### src/rtl/riscv_pkg.sv
// Shared RV32I decode definitions: opcodes, immediate formats, the decoded
// instruction record and the combinational decode/immediate helpers.
package riscv_pkg;

  localparam int XLEN_DEF = 32;
  localparam int NREG_DEF = 32;

  typedef enum logic [6:0] {
    OPC_LUI    = 7'b0110111,
    OPC_AUIPC  = 7'b0010111,
    OPC_JAL    = 7'b1101111,
    OPC_JALR   = 7'b1100111,
    OPC_BRANCH = 7'b1100011,
    OPC_LOAD   = 7'b0000011,
    OPC_STORE  = 7'b0100011,
    OPC_OP_IMM = 7'b0010011,
    OPC_OP     = 7'b0110011
  } opcode_e;

  // FMT_X marks an opcode outside RV32I.
  typedef enum logic [2:0] {
    FMT_R, FMT_I, FMT_S, FMT_B, FMT_U, FMT_J, FMT_X
  } imm_fmt_e;

  typedef struct packed {
    logic [6:0]  opcode;
    logic [2:0]  funct3;
    logic [6:0]  funct7;
    logic [4:0]  rd;
    logic [4:0]  rs1;
    logic [4:0]  rs2;
    logic [31:0] imm;
    logic        illegal;
    logic        writes_rd;
    logic        uses_rs1;
    logic        uses_rs2;
  } decoded_t;

  function automatic imm_fmt_e fmt_of(input logic [6:0] opc);
    imm_fmt_e fmt;
    case (opc)
      OPC_LUI, OPC_AUIPC:             fmt = FMT_U;
      OPC_JAL:                        fmt = FMT_J;
      OPC_JALR, OPC_LOAD, OPC_OP_IMM: fmt = FMT_I;
      OPC_BRANCH:                     fmt = FMT_B;
      OPC_STORE:                      fmt = FMT_S;
      OPC_OP:                         fmt = FMT_R;
      default:                        fmt = FMT_X;
    endcase
    return fmt;
  endfunction

  // Sign-extended 32-bit immediate; R-type and unknown formats yield zero.
  function automatic logic [31:0] imm_gen(input logic [31:0] i, input imm_fmt_e fmt);
    logic [31:0] imm;
    case (fmt)
      FMT_I:   imm = {{20{i[31]}}, i[31:20]};
      FMT_S:   imm = {{20{i[31]}}, i[31:25], i[11:7]};
      FMT_B:   imm = {{19{i[31]}}, i[31], i[7], i[30:25], i[11:8], 1'b0};
      FMT_U:   imm = {i[31:12], 12'h000};
      FMT_J:   imm = {{11{i[31]}}, i[31], i[19:12], i[20], i[30:21], 1'b0};
      default: imm = 32'h0;
    endcase
    return imm;
  endfunction

  function automatic decoded_t decode(input logic [31:0] i);
    decoded_t d;
    imm_fmt_e fmt;
    fmt         = fmt_of(i[6:0]);
    d.opcode    = i[6:0];
    d.funct3    = i[14:12];
    d.funct7    = i[31:25];
    d.rd        = i[11:7];
    d.rs1       = i[19:15];
    d.rs2       = i[24:20];
    d.imm       = imm_gen(i, fmt);
    d.illegal   = (fmt == FMT_X);
    d.writes_rd = (fmt == FMT_R) || (fmt == FMT_I) || (fmt == FMT_U) || (fmt == FMT_J);
    d.uses_rs1  = (fmt == FMT_R) || (fmt == FMT_I) || (fmt == FMT_S) || (fmt == FMT_B);
    d.uses_rs2  = (fmt == FMT_R) || (fmt == FMT_S) || (fmt == FMT_B);
    return d;
  endfunction

endpackage

### src/rtl/decode_issue_scoreboard.sv
// Busy-register scoreboard: one bit per architectural register, set when an
// rd-writing instruction issues downstream, cleared by writeback. Set wins
// over a same-cycle clear; register 0 is never marked busy.
import riscv_pkg::*;

module scoreboard #(
  parameter int NREG = NREG_DEF,
  parameter int AW   = $clog2(NREG)
) (
  input  logic            clk,
  input  logic            rst_n,
  input  logic            set_en,
  input  logic [AW-1:0]   set_addr,
  input  logic            clr_en,
  input  logic [AW-1:0]   clr_addr,
  output logic [NREG-1:0] busy
);

  logic [NREG-1:0] busy_next;

  // Apply clear first so that a simultaneous set of the same bit prevails.
  always_comb begin
    busy_next = busy;
    if (clr_en) busy_next[clr_addr] = 1'b0;
    if (set_en) busy_next[set_addr] = 1'b1;
    busy_next[0] = 1'b0;
  end

  // Busy vector register.
  always_ff @(posedge clk or negedge rst_n) begin
    if (!rst_n) busy <= '0;
    else        busy <= busy_next;
  end

endmodule

### src/rtl/decode_issue.sv
// Single-entry decode/issue stage: decodes the fetched instruction, reads
// operands, blocks on RAW hazards against the scoreboard and the held entry,
// and hands one instruction per cycle to the downstream stage.
import riscv_pkg::*;

module decode_issue #(
  parameter int XLEN = XLEN_DEF,
  parameter int NREG = NREG_DEF
) (
  input  logic                    clk,
  input  logic                    rst_n,
  input  logic                    in_valid,
  output logic                    in_ready,
  input  logic [XLEN-1:0]         in_instr,
  input  logic [XLEN-1:0]         in_pc,
  output logic [$clog2(NREG)-1:0] rf_addr_a,
  output logic [$clog2(NREG)-1:0] rf_addr_b,
  input  logic [XLEN-1:0]         rf_a,
  input  logic [XLEN-1:0]         rf_b,
  input  logic                    wb_valid,
  input  logic [$clog2(NREG)-1:0] wb_addr,
  input  logic                    flush,
  output logic                    out_valid,
  input  logic                    out_ready,
  output logic [6:0]              out_opcode,
  output logic [2:0]              out_funct3,
  output logic [6:0]              out_funct7,
  output logic [$clog2(NREG)-1:0] out_rd,
  output logic [XLEN-1:0]         out_rs1_val,
  output logic [XLEN-1:0]         out_rs2_val,
  output logic [XLEN-1:0]         out_imm,
  output logic [XLEN-1:0]         out_pc,
  output logic                    out_illegal
);

  localparam int AW = $clog2(NREG);
  localparam logic [0:0] ST_EMPTY = 1'b0;
  localparam logic [0:0] ST_FULL  = 1'b1;

  logic [0:0]             state, state_next;
  logic                   full, accept, handoff, hazard, hit_a, hit_b;
  logic                   out_wr;
  logic [NREG-1:0]        busy;
  logic [AW-1:0]          rs1, rs2, rd;
  logic signed [XLEN-1:0] imm_ext;
  decoded_t               dec;

  assign dec       = decode(in_instr[31:0]);
  assign rs1       = dec.rs1[AW-1:0];
  assign rs2       = dec.rs2[AW-1:0];
  assign rd        = dec.rd[AW-1:0];
  assign imm_ext   = $signed(dec.imm);
  assign rf_addr_a = rs1;
  assign rf_addr_b = rs2;

  assign full      = (state == ST_FULL);
  assign out_valid = full;

  // A source hits if it is pending in the scoreboard or is produced by the
  // entry still sitting in this stage; writeback is not bypassed.
  assign hit_a  = dec.uses_rs1 && (rs1 != '0) &&
                  (busy[rs1] || (full && out_wr && (out_rd == rs1)));
  assign hit_b  = dec.uses_rs2 && (rs2 != '0) &&
                  (busy[rs2] || (full && out_wr && (out_rd == rs2)));
  assign hazard = hit_a || hit_b;

  assign in_ready = rst_n && (!full || out_ready) && !hazard && !flush;
  assign accept   = in_valid && in_ready;
  assign handoff  = full && out_ready && !flush;

  scoreboard #(.NREG(NREG), .AW(AW)) u_sb (
    .clk      (clk),
    .rst_n    (rst_n),
    .set_en   (handoff && out_wr && (out_rd != '0)),
    .set_addr (out_rd),
    .clr_en   (wb_valid),
    .clr_addr (wb_addr),
    .busy     (busy)
  );

  // Next occupancy: flush empties, accept fills, a bare handoff drains.
  always_comb begin
    state_next = state;
    if (flush)        state_next = ST_EMPTY;
    else if (accept)  state_next = ST_FULL;
    else if (handoff) state_next = ST_EMPTY;
  end

  // Occupancy register.
  always_ff @(posedge clk or negedge rst_n) begin
    if (!rst_n) state <= ST_EMPTY;
    else        state <= state_next;
  end

  // Decode -> issue boundary: capture decoded fields and operands on accept.
  always_ff @(posedge clk or negedge rst_n) begin
    if (!rst_n) begin
      out_opcode  <= '0;
      out_funct3  <= '0;
      out_funct7  <= '0;
      out_rd      <= '0;
      out_rs1_val <= '0;
      out_rs2_val <= '0;
      out_imm     <= '0;
      out_pc      <= '0;
      out_illegal <= 1'b0;
      out_wr      <= 1'b0;
    end else if (accept) begin
      out_opcode  <= dec.opcode;
      out_funct3  <= dec.funct3;
      out_funct7  <= dec.funct7;
      out_rd      <= rd;
      out_rs1_val <= rf_a;
      out_rs2_val <= rf_b;
      out_imm     <= imm_ext;
      out_pc      <= in_pc;
      out_illegal <= dec.illegal;
      out_wr      <= dec.writes_rd;
    end
  end

endmodule

### config.mk
export PLATFORM = sky130hd
export DESIGN_NAME = decode_issue
export DESIGN_NICKNAME = d
export VERILOG_FILES = /design/src/rtl/riscv_pkg.sv /design/src/rtl/decode_issue_scoreboard.sv /design/src/rtl/decode_issue.sv
export SDC_FILE = /design/constraint.sdc
export NUM_CORES = 1
export LEC_CHECK = 0
export ABC_AREA = 1
export CORE_MARGIN = 2
export CORE_UTILIZATION = 42
export DETAILED_ROUTE_END_ITERATION = 12
export MAX_ROUTING_LAYER = met4
export PLACE_DENSITY_LB_ADDON = 0.1
export REMOVE_ABC_BUFFERS = 1
export SLEW_MARGIN = 25
export SYNTH_ARGS = -nofsm -noshare
export SYNTH_HDL_FRONTEND = slang
export SYNTH_SLANG_ARGS = --single-unit
### constraint.sdc
create_clock -name clk -period 1.75 [get_ports clk]
set_input_delay 0.2625 -clock clk [delete_from_list [all_inputs] [get_ports clk]]
set_output_delay 0.2625 -clock clk [all_outputs]
set_load 0.01 [all_outputs]
==> results.txt <==
Seq/Total Area, Yosys - 52.28%
Tmin final - 2.244 ns
YS warnings - 0
Layout area overhead - 65.18%
CTS tree - done
Placeable Area - 0.02043 mm2
H-Tree Depth - 4
Final Cycle Share - 128.2%
DRC - 0
Design Area, Final - 0.01455 mm2
Register bit count reported by yosys - 184
Num ports - 302
Setup ws final - -0.4940 ns
DRT Pass-1 Iters - 5
Via count - 9,479
Hold Startpoint - in_instr[1]
Place WS - -0.8381 ns
Hold depth - 3
DIE HEIGHT - 148.8 um
Final TNS setup - -63.41 ns
Most common cell after layout, fill and taps aside - nand2_1
Endpoint class of the critical path - register
Final #Nets - 1,653
Die Span X - 148.8 um
Worst Path Required - 2.07 ns
Clock transition at path regs - 0.08 ns
Power per cell area - 869.8 mW/mm2
Starting Density - 43.11%
Vias in the first global route - 9,084
CP max stage delay - 0.40 ns
Clock Sinks - 184
CTS max path bufs - 2
Startpoint types - register
Die area - 0.02214 mm2
R2R Setup Slk - -0.49 ns
Gpl congestion - 0.9488
Root buffer cell - clkbuf_16
Failing checks - setup timing
Capturing point of the worst reg2reg path - out_imm[11]
CP most frequent cell - nand2_1
Hold WC Path Type - input pin to register
Mapped Cells - 1,120
Area of the mapped netlist - 0.008807 mm2
Num CTS Buffers - 17
Actual slew at the worst max-slew pin - 0.7063 ns
Vias per Instance - 5.266
Status - finished, violations left
LEAKAGE - 7.148 nW
MaxCap Viol Count - 0
CP Buf/Inv Count - 5
WS Path Type - register to register
Max IR drop VDD - 0.5653 mV
Post-synth cell types - 31
Hold Path End - out_opcode[1]
Maximum operating frequency - 0.4456 GHz
WP data arrival - 2.56 ns
Syn avg cell area - 7.864 um2
Cell Chain, Critical Path - inv_2 > nand2_1 > nand3_1 > nand2_1 > nand2_1 > nand2_1 > nor2_1 > nand2_1 > nand2_1 > nand2_1 > nand2_2 > buf_6 > nand4_4 > buf_12 > buf_12 > clkbuf_16 > nand2_1 > nand2_1
RSZ-0062 raised after global routing - yes
Final-report setup violation count - 154
Largest net degree at the start of global routing - 123
Initial antenna violation count - 2
Remaining Overflow, GRT - 0
DRT antenna net count - 0
Drt total wl - 34,240 um
Final hold viol count - 0
DP HPWL - 20,980 um
Max-Slew Margin vs Limit - 52.91%
1st-iter DRT viols - 646
Critical path fanouts, max - 8
Most frequent cells in the layout - 358 x nand2_1, 280 x clkdlybuf4s50_1, 212 x nand3_1
IO buf count - 301
Critical Path Slowest Stage Cell - dfrtp_1
Row count - 52
Max-slew violation count - 0
R2R Path Start - u_sb.busy[18]
All-layer global routing usage - 29.31%
Reg2Reg Depth - 18
Delay-heaviest family, CP - simple AND/OR/NAND/NOR gates
Fillers - 1,607
First-pass GRT wire length - 49,290 um
Share of layout cells above drive strength 1 - 18.47%
Post-Route Skew - 0.01656 ns
Latest clock arrival within the worst-skew pair - 0.44 ns
DP Area - 0.01263 mm2
Routed WL per cell - 19.02 um
-- sequential cells by signal (all words and copies together), names as in the netlist --
register,cells
out_funct7,7
out_pc,32
out_rs2_val,32
out_imm,32
out_rd,5
out_valid,1
out_opcode,7
out_rs1_val,32
out_wr,1
out_illegal,1
out_funct3,3
u_sb.busy,31
-- through the flow --
step	instances	util, %	total power, W	hold slack, ns
final	1800	71.21	0.01265	0.2394
after global routing	1799	71.20	0.01322	0.2424
after CTS	1781	68.36	0.01240	0.2201
after detailed placement	1716	61.83	0.008285	0.2600
after global placement	1716	61.83	0.008246	0.2613
after floorplan	1043	-	0.006144	-0.03309
-- worst reg2reg max path, stage by stage (launching register included) --
cell	delay [ns]
dfrtp_1	0.40
inv_2	0.07
nand2_1	0.07
nand3_1	0.11
nand2_1	0.10
nand2_1	0.07
nand2_1	0.05
nor2_1	0.11
nand2_1	0.06
nand2_1	0.05
nand2_1	0.05
nand2_2	0.09
buf_6	0.10
nand4_4	0.15
buf_12	0.20
buf_12	0.14
clkbuf_16	0.17
nand2_1	0.07
nand2_1	0.05
-- layer usage --
metal / vias up / routed length [um] / global-route usage, % / part of all wire, %
met3: 71 / 2843 / 6.789 / 8.3
met2: 427 / 16210 / 45.93 / 47
li1: 4488 / - / - / -
met4: 0 / 937 / 9.857 / 2.7
met1: 4493 / 14260 / 37.82 / 42
met5: - / 0 / - / 0
-- power breakdown --
part	internal (W)	total [W]	leakage, nW	switching [W]
Clock	0.00207	0.00397	0.286	0.00189
Sequential	0.00478	0.00515	2.38	0.000362
Combinational	0.00193	0.00354	4.48	0.00161
Total	0.00878	0.0127	7.15	0.00387
-- Yosys cell counts --
cell type / instances / area, um2
o21ai_0: 70 / 350.3
buf_2: 27 / 135.1
nand4_2: 1 / 12.51
inv_2: 4 / 15.01
a211oi_1: 1 / 7.510
nand3_1: 219 / 1096
buf_1: 1 / 3.750
nor3_2: 1 / 10.01
a31oi_1: 1 / 6.260
nand2_1: 435 / 1633
a41oi_1: 1 / 8.760
a221oi_1: 1 / 8.760
o221ai_1: 1 / 8.760
buf_6: 8 / 90.09
or2_2: 1 / 6.260
dfrtp_1: 184 / 4604
nor3_1: 5 / 25.02
inv_1: 55 / 206.5
buf_4: 11 / 82.58
o21ai_1: 3 / 15.01
o211ai_1: 7 / 52.55
a21oi_1: 4 / 20.02
o31ai_1: 8 / 60.06
nor2_4: 1 / 11.26
nor2_1: 16 / 60.06
o2111ai_1: 6 / 52.55
clkbuf_1: 30 / 112.6
clkinv_1: 1 / 3.750
o22ai_1: 7 / 43.79
a22o_1: 1 / 8.760
nand4_1: 9 / 56.30
-- final cells by class --
| class | count | area (um2) | share of cell area (%) |
|---|---|---|---|
| tap | 270 | 337.8 | 2.322 |
| timing repair buffer | 452 | 4886 | 33.59 |
| antenna | 3 | 7.507 | 0.05160 |
| sequential | 184 | 4607 | 31.67 |
| clock inverter | 13 | 155.1 | 1.066 |
| multi-input combinational | 799 | 3881 | 26.68 |
| inverter | 60 | 230.2 | 1.583 |
| clock buffer | 19 | 442.9 | 3.045 |
-- kinds of logic (layout without fill, tap and decap cells) --
kind of cell,after synthesis,in the layout,share of synthesized area (%)
compound gates,111,111,7.302
simple gates,688,688,33.04
other cells,0,3,0
flops,184,184,52.28
buf+inv,137,544,7.373
-- worst max path at each step --
stage                  start               to  slack, ns  cells past startpoint
2_1_floorplan  u_sb.busy[12]        out_valid      -1.76                     10
3_3_place_gp    in_instr[15]        out_pc[1]      -0.78                     17
3_5_place_dp    in_instr[20]  out_rs1_val[18]      -0.84                     18
4_1_cts        u_sb.busy[12]         in_ready      -0.40                     11
5_1_grt        u_sb.busy[18]         in_ready      -0.67                     14
6_report       u_sb.busy[18]      out_imm[11]      -0.49                     18
-- timing repair --
| item | 4_1_cts | 5_1_grt |
|---|---|---|
| resized for setup | 59 | 103 |
| pin swaps | 11 | 39 |
| cloned | 14 | 15 |
| setup buffers | 19 | 8 |
| hold buffers | 1 | 0 |
| endpoints found under the hold margin | 12 | 0 |
| setup endpoints to repair | 162 | 157 |
Note: power is estimated with default switching activity, not from simulation.
